--- src/rtl/axi_read_arbiter.sv ---
// Single-outstanding AXI-Lite read master arbitrating maestro (high priority) and control FSM requesters.
// Optional read timeout is compiled in with `define AXI_READ_TIMEOUT_EN.
module axi_read_arbiter #(
    parameter int          TIMEOUT_CYCLES = 256,
    parameter logic [31:0] ERR_DATA       = 32'hDEAD_BEEF
) (
    input  logic        clk,
    input  logic        rst_n,
    // AXI-Lite master, read channels
    output logic [31:0] o_ar_addr,
    output logic        o_ar_valid,
    input  logic        i_ar_ready,
    input  logic [31:0] i_r_data,
    input  logic [1:0]  i_r_resp,
    input  logic        i_r_valid,
    output logic        o_r_ready,
    // AXI-Lite master, write channels held inactive
    output logic        o_aw_valid,
    output logic        o_w_valid,
    output logic        o_b_ready,
    // maestro requester
    input  logic [31:0] maestro_adress_i,
    input  logic        maestro_req_i,
    output logic [31:0] maestro_data_o,
    output logic        maestro_ack_o,
    output logic        maestro_err_o,
    // control FSM requester
    input  logic [31:0] fsm_adress_i,
    input  logic        fsm_req_i,
    output logic [31:0] fsm_data_o,
    output logic        fsm_ack_o,
    output logic        fsm_err_o
);

    typedef enum logic [1:0] {S_IDLE, S_ADDR, S_DATA} state_t;

    state_t      r_state;
    state_t      w_state_next;
    logic        r_grant;
    logic [31:0] r_ar_addr;
    logic        r_ar_valid;
    logic        r_r_ready;

    logic        w_arb;
    logic        w_ar_hs;
    logic        w_r_hs;
    logic        w_timeout;
    logic        w_done;
    logic [31:0] w_done_data;
    logic        w_done_err;

    // Index 1 = maestro, index 0 = FSM; matches the grant bit encoding.
    logic [1:0]  w_ack;
    logic [1:0]  w_err;
    logic [31:0] w_data [2];

    // The ack cycle is spent in IDLE without arbitrating, so a requester can drop req first.
    assign w_arb   = (r_state == S_IDLE) && (w_ack == 2'b00) && (maestro_req_i || fsm_req_i);
    assign w_ar_hs = (r_state == S_ADDR) && r_ar_valid && i_ar_ready;
    assign w_r_hs  = (r_state == S_DATA) && r_r_ready && i_r_valid;
    assign w_done  = w_r_hs || w_timeout;

`ifdef AXI_READ_TIMEOUT_EN
    localparam int TW = $clog2(TIMEOUT_CYCLES);

    logic [TW-1:0] r_timer;

    always_ff @(posedge clk or negedge rst_n) begin
        if (!rst_n) begin
            r_timer <= '0;
        end else if (w_arb) begin
            r_timer <= '0;
        end else if (r_state != S_IDLE) begin
            r_timer <= r_timer + 1'b1;
        end
    end

    // A real R beat in the expiry cycle wins over the timeout.
    assign w_timeout   = (r_state != S_IDLE) && (r_timer == TW'(TIMEOUT_CYCLES - 1)) && !w_r_hs;
    assign w_done_data = w_r_hs ? i_r_data : ERR_DATA;
    assign w_done_err  = w_r_hs ? (i_r_resp != 2'b00) : 1'b1;
`else
    assign w_timeout   = 1'b0;
    assign w_done_data = i_r_data;
    assign w_done_err  = (i_r_resp != 2'b00);
`endif

    always_ff @(posedge clk or negedge rst_n) begin
        if (!rst_n) begin
            r_state <= S_IDLE;
        end else begin
            r_state <= w_state_next;
        end
    end

    always_comb begin
        w_state_next = r_state;
        case (r_state)
            S_IDLE: if (w_arb) w_state_next = S_ADDR;
            S_ADDR: begin
                if (w_timeout)    w_state_next = S_IDLE;
                else if (w_ar_hs) w_state_next = S_DATA;
            end
            S_DATA: if (w_done) w_state_next = S_IDLE;
            default: w_state_next = S_IDLE;
        endcase
    end

    always_ff @(posedge clk or negedge rst_n) begin
        if (!rst_n) begin
            r_grant    <= 1'b0;
            r_ar_addr  <= '0;
            r_ar_valid <= 1'b0;
            r_r_ready  <= 1'b0;
        end else if (w_done) begin
            r_ar_valid <= 1'b0;
            r_r_ready  <= 1'b0;
        end else if (w_arb) begin
            r_grant    <= maestro_req_i;
            r_ar_addr  <= maestro_req_i ? maestro_adress_i : fsm_adress_i;
            r_ar_valid <= 1'b1;
        end else if (w_ar_hs) begin
            r_ar_valid <= 1'b0;
            r_r_ready  <= 1'b1;
        end
    end

    genvar gi;
    generate
        for (gi = 0; gi < 2; gi++) begin : g_req
            logic        r_ack;
            logic        r_err;
            logic [31:0] r_data;
            logic        w_mine;

            assign w_mine = w_done && (r_grant == 1'(gi));

            always_ff @(posedge clk or negedge rst_n) begin
                if (!rst_n) begin
                    r_ack  <= 1'b0;
                    r_err  <= 1'b0;
                    r_data <= '0;
                end else begin
                    r_ack <= w_mine;
                    if (w_mine) begin
                        r_data <= w_done_data;
                        r_err  <= w_done_err;
                    end
                end
            end

            assign w_ack[gi]  = r_ack;
            assign w_err[gi]  = r_err;
            assign w_data[gi] = r_data;
        end
    endgenerate

    assign o_ar_addr      = r_ar_addr;
    assign o_ar_valid     = r_ar_valid;
    assign o_r_ready      = r_r_ready;
    assign o_aw_valid     = 1'b0;
    assign o_w_valid      = 1'b0;
    assign o_b_ready      = 1'b0;
    assign maestro_ack_o  = w_ack[1];
    assign maestro_err_o  = w_err[1];
    assign maestro_data_o = w_data[1];
    assign fsm_ack_o      = w_ack[0];
    assign fsm_err_o      = w_err[0];
    assign fsm_data_o     = w_data[0];

endmodule

--- config.mk ---
export PLATFORM = sky130hd
export DESIGN_NAME = axi_read_arbiter
export DESIGN_NICKNAME = d
export VERILOG_FILES = /design/src/rtl/axi_read_arbiter.sv
export SDC_FILE = /design/constraint.sdc
export NUM_CORES = 1
export LEC_CHECK = 0
export ABC_AREA = 1
export CAP_MARGIN = 20
export CORE_MARGIN = 2
export CORE_UTILIZATION = 31
export DETAILED_ROUTE_END_ITERATION = 7
export DONT_BUFFER_PORTS = 1
export SLEW_MARGIN = 20
export SYNTH_ARGS = -nofsm -noshare
export SYNTH_HDL_FRONTEND = slang
export SYNTH_SLANG_ARGS = --single-unit
--- constraint.sdc ---
create_clock -name clk -period 1.5 [get_ports clk]
set_clock_uncertainty 0.2 [all_clocks]
set_input_delay 0.3 -clock clk [delete_from_list [all_inputs] [get_ports clk]]
set_output_delay 0.3 -clock clk [all_outputs]
set_load 0.02 [all_outputs]
==> results.txt <==
- Die area: 15,770 µm²
* Power Density: 1958 nW/µm²
* Most used cells in the layout excluding fill and tap cells: sky130_fd_sc_hd__nand2_1, sky130_fd_sc_hd__dfrtp_1, sky130_fd_sc_hd__dlygate4sd3_1, sky130_fd_sc_hd__nand3_1, sky130_fd_sc_hd__nand3_2
- Startpoint-to-endpoint class of the critical path: reg2reg
- Once placement completed, the tool counted placed cells totaling 736.
* Vias in the first global route: 4,335
- In the finished design, the share of the clock period the worst path needs comes to 0.9941.
* Critical path launch point type: flip-flop
* Clk Latency, worst-skew pair: 0.35 ns
- Synth unique cells: 17
* Summed instance area of the synthesized netlist: 4582 µm²
- Number of max-cap violations: 0
* Most common cell after layout, fill and taps aside: sky130_fd_sc_hd__nand2_1
- After global routing the overflow that remains totals 0.
* Launch point of the worst reg-to-reg path: r_state[0]$_DFFE_PN0P_
* Instance count on the critical path: 7
- Hold_buf cts: 90
- The slowest stage of the critical path is the sky130_fd_sc_hd__dfrtp_1 cell.
- Worst-case register-to-register setup slack: 0.009 ns
- Once placement finished, the instance area stood at 4811 µm².
* Instance count of the mapped netlist: 572
- Detailed-route DRC error count: 0
- VDD sags by at most 728.9 µV.
- Synthesis inferred 105 register bits.
- TritonCTS built the clock tree.
- In this run the tightest slew margin relative to its limit is 0.5617.
- Number of levels the H-tree was split into: 3
* Kind of end point of the critical path: flip-flop
- The routed design could run at a clock period as short as 1.491 ns.
- Row generation in the floorplan step produced 44 rows.
- Number of design-rule violations left by the first detailed-router iteration: 219
- The initial antenna violation count came to 0.
- The clock passes through at most 2 buffers.
- Largest delay contributor family on the critical path: buffers and inverters
* Wire length of the first global-routing pass: 21,830 µm
- Detailed placement ended at an HPWL of 8319 µm.
- From left edge to right edge, the die measures 125.6 µm.
- The largest single stage delay on the critical path is 0.42 ns.
- For this design, the sink count on the clock tree is 105.
* Final WL: 14,720 µm
- After routing the design area is 6385 µm².
* Number of buffers created by CTS: 9
- The filler cells instantiated in the layout total 1,372.
* Result of the run: complete, but fails checks
- Via count: 4,213
- Cell chain of the critical path: inv_2 > nand2_4 > nor2_4 > buf_6 > clkbuf_16 > nand3_2 > nand2_1
- Seq/Total Area, Yosys: 0.5735
- The Yosys step of the flow raised 0 warnings.
- Derived from the worst setup path, the maximum achievable clock frequency is 670.6 MHz.
- Share of layout cells above drive strength 1: 0.1166
- Area of the core: 14,480 µm²
* Routability congestion estimate: 0.7822
- Layout overhead on the synthesized area: 39.35%
- The initial utilization of the core area, before any placement, comes to 0.3165.
- P_leak: 3.318 nW
- Highest fanout seen on the critical path: 8
- Number of placed I/O pins: 209
- Ant. Diodes: 0
* First-pass detailed-route iteration total: 5
- Clock Pin Slew Worst Setup and Hold Paths: 0.08 ns
- Pin count of the biggest net entering global routing: 106
* Average wire length per cell after detail routing: 17.26 µm
- Die boundary height: 125.6 µm
- Clock tree root driver cell: sky130_fd_sc_hd__clkbuf_16
- At the pin with the least slew margin, the transition time is 0.6575 ns.
- Fin. Hold Viols: 105
* Detail Route Antenna Nets: 0
- At the worst endpoint, the required time is 1.58 ns.
* Data arrival at the endpoint of the critical path: 1.57 ns
* Final count of negative-setup-slack endpoints: 0
- The tightest min-delay check is of the in2async type.
- In this run the critical register-to-register path is captured at maestro_data_o[8]$_DFFE_PN0P_.
- A synthesized cell averages 8.010 µm².
* Global-route total usage across every layer: 0.1738
- Smallest hold slack: -0.5506 ns
- Setup repair after global routing missed its margin: true
- During placement, the flow inserted port buffers numbering 0.
- The final reports fail on negative hold slack.
* Non-filler instance count after layout: 853
- Slew Viols, Final: 0
* Cells on worst reg2reg path: 7
- After the last flow step, the layout net total stands at 768.
* Worst path bufs/invs: 3
* Post-detailed-route via-to-cell ratio: 4.939
power breakdown:
part	internal [mW]	switching, mW	leakage [nW]
sequential	4.08	2.51	1.33
clock	1.56	1.07	0.162
combinational	1.31	1.97	1.82
registers in the layout, summed over array words and instances, names as in the netlist:
| name | count |
|---|---|
| fsm_err_o | 1 |
| o_ar_valid | 1 |
| maestro_ack_o | 1 |
| o_r_ready | 1 |
| r_state | 2 |
| o_ar_addr | 32 |
| r_grant | 1 |
| fsm_ack_o | 1 |
| fsm_data_o | 32 |
| maestro_data_o | 32 |
| maestro_err_o | 1 |
routing by layer:
layer	vias up	track usage	part of all wire
met3	39	0.04664	0.069
met4	0	0.09804	0.037
li1	1966	-	-
met5	-	0	0
met2	187	0.2919	0.50
met1	2021	0.2004	0.40
what timing repair did:
item                                    4_1_cts  5_1_grt
cloned                                        0        9
hold endpoints to repair                    201      105
endpoints found under the setup margin       62       97
resized for setup                             0       42
pin swaps                                     1       23
buffers inserted                              2        0
area by class of cell:
class	count	area, µm²	share of cell area
inverters	12	45.04	0.007055
flip-flops and latches	105	2629	0.4117
repair buffers	118	1310	0.2052
clock buffers	11	252.7	0.03958
clock inverters	5	85.08	0.01333
multi-input cells	418	1833	0.2871
well taps	184	230.2	0.03606
per-stage QoR:
| step | setup slack, ns | setup TNS, ns | util | power (mW) |
|---|---|---|---|---|
| after floorplan | 0.04018 | 0 | - | 8.256 |
| after global placement | 0.03840 | 0 | 0.3323 | 9.143 |
| after detailed placement | -0.01022 | -0.02513 | 0.3323 | 9.297 |
| after CTS | 0.009985 | 0 | 0.4189 | 12.19 |
| after global routing | -0.05632 | -2.393 | 0.4410 | 13.28 |
| final | 0.008781 | 0 | 0.4410 | 12.50 |
cells by family after synthesis:
family / after synthesis / share of synthesized area
buffers and inverters: 51 / 0.05325
DFF: 105 / 0.5735
other: 1 / 0.0008184
AOI/OAI and AO/OA: 4 / 0.004369
and+or+nand+nor: 411 / 0.3681
worst reg2reg max path: stages, from the launching register on:
cell and delay [ns]:
sky130_fd_sc_hd__dfrtp_1 0.42, sky130_fd_sc_hd__inv_2 0.09, sky130_fd_sc_hd__nand2_4 0.05, sky130_fd_sc_hd__nor2_4 0.16, sky130_fd_sc_hd__buf_6 0.17, sky130_fd_sc_hd__clkbuf_16 0.17
sky130_fd_sc_hd__nand3_2 0.06, sky130_fd_sc_hd__nand2_1 0.08
synth_stat cells, drive strengths merged:
| master | number | area (µm²) |
|---|---|---|
| a21oi | 2 | 10.01 |
| buf | 29 | 161.4 |
| clkbuf | 10 | 37.54 |
| conb | 1 | 3.750 |
| dfrtp | 105 | 2628 |
| inv | 12 | 45.05 |
| nand2 | 304 | 1141 |
| nand3 | 99 | 500.5 |
| nor2 | 7 | 38.78 |
| o21ai | 2 | 10.01 |
| or2 | 1 | 6.260 |
worst max-delay path by stage:
stage,from,to
after floorplan,o_r_ready$_DFFE_PN0P_,fsm_data_o[10]$_DFFE_PN0P_
after global placement,r_state[0]$_DFFE_PN0P_,maestro_data_o[7]$_DFFE_PN0P_
after detailed placement,r_state[0]$_DFFE_PN0P_,fsm_data_o[1]$_DFFE_PN0P_
after CTS,r_state[0]$_DFFE_PN0P_,fsm_data_o[18]$_DFFE_PN0P_
after global routing,r_state[0]$_DFFE_PN0P_,maestro_data_o[18]$_DFFE_PN0P_
final,r_state[0]$_DFFE_PN0P_,maestro_data_o[8]$_DFFE_PN0P_
(Power assumes the default switching activity.)
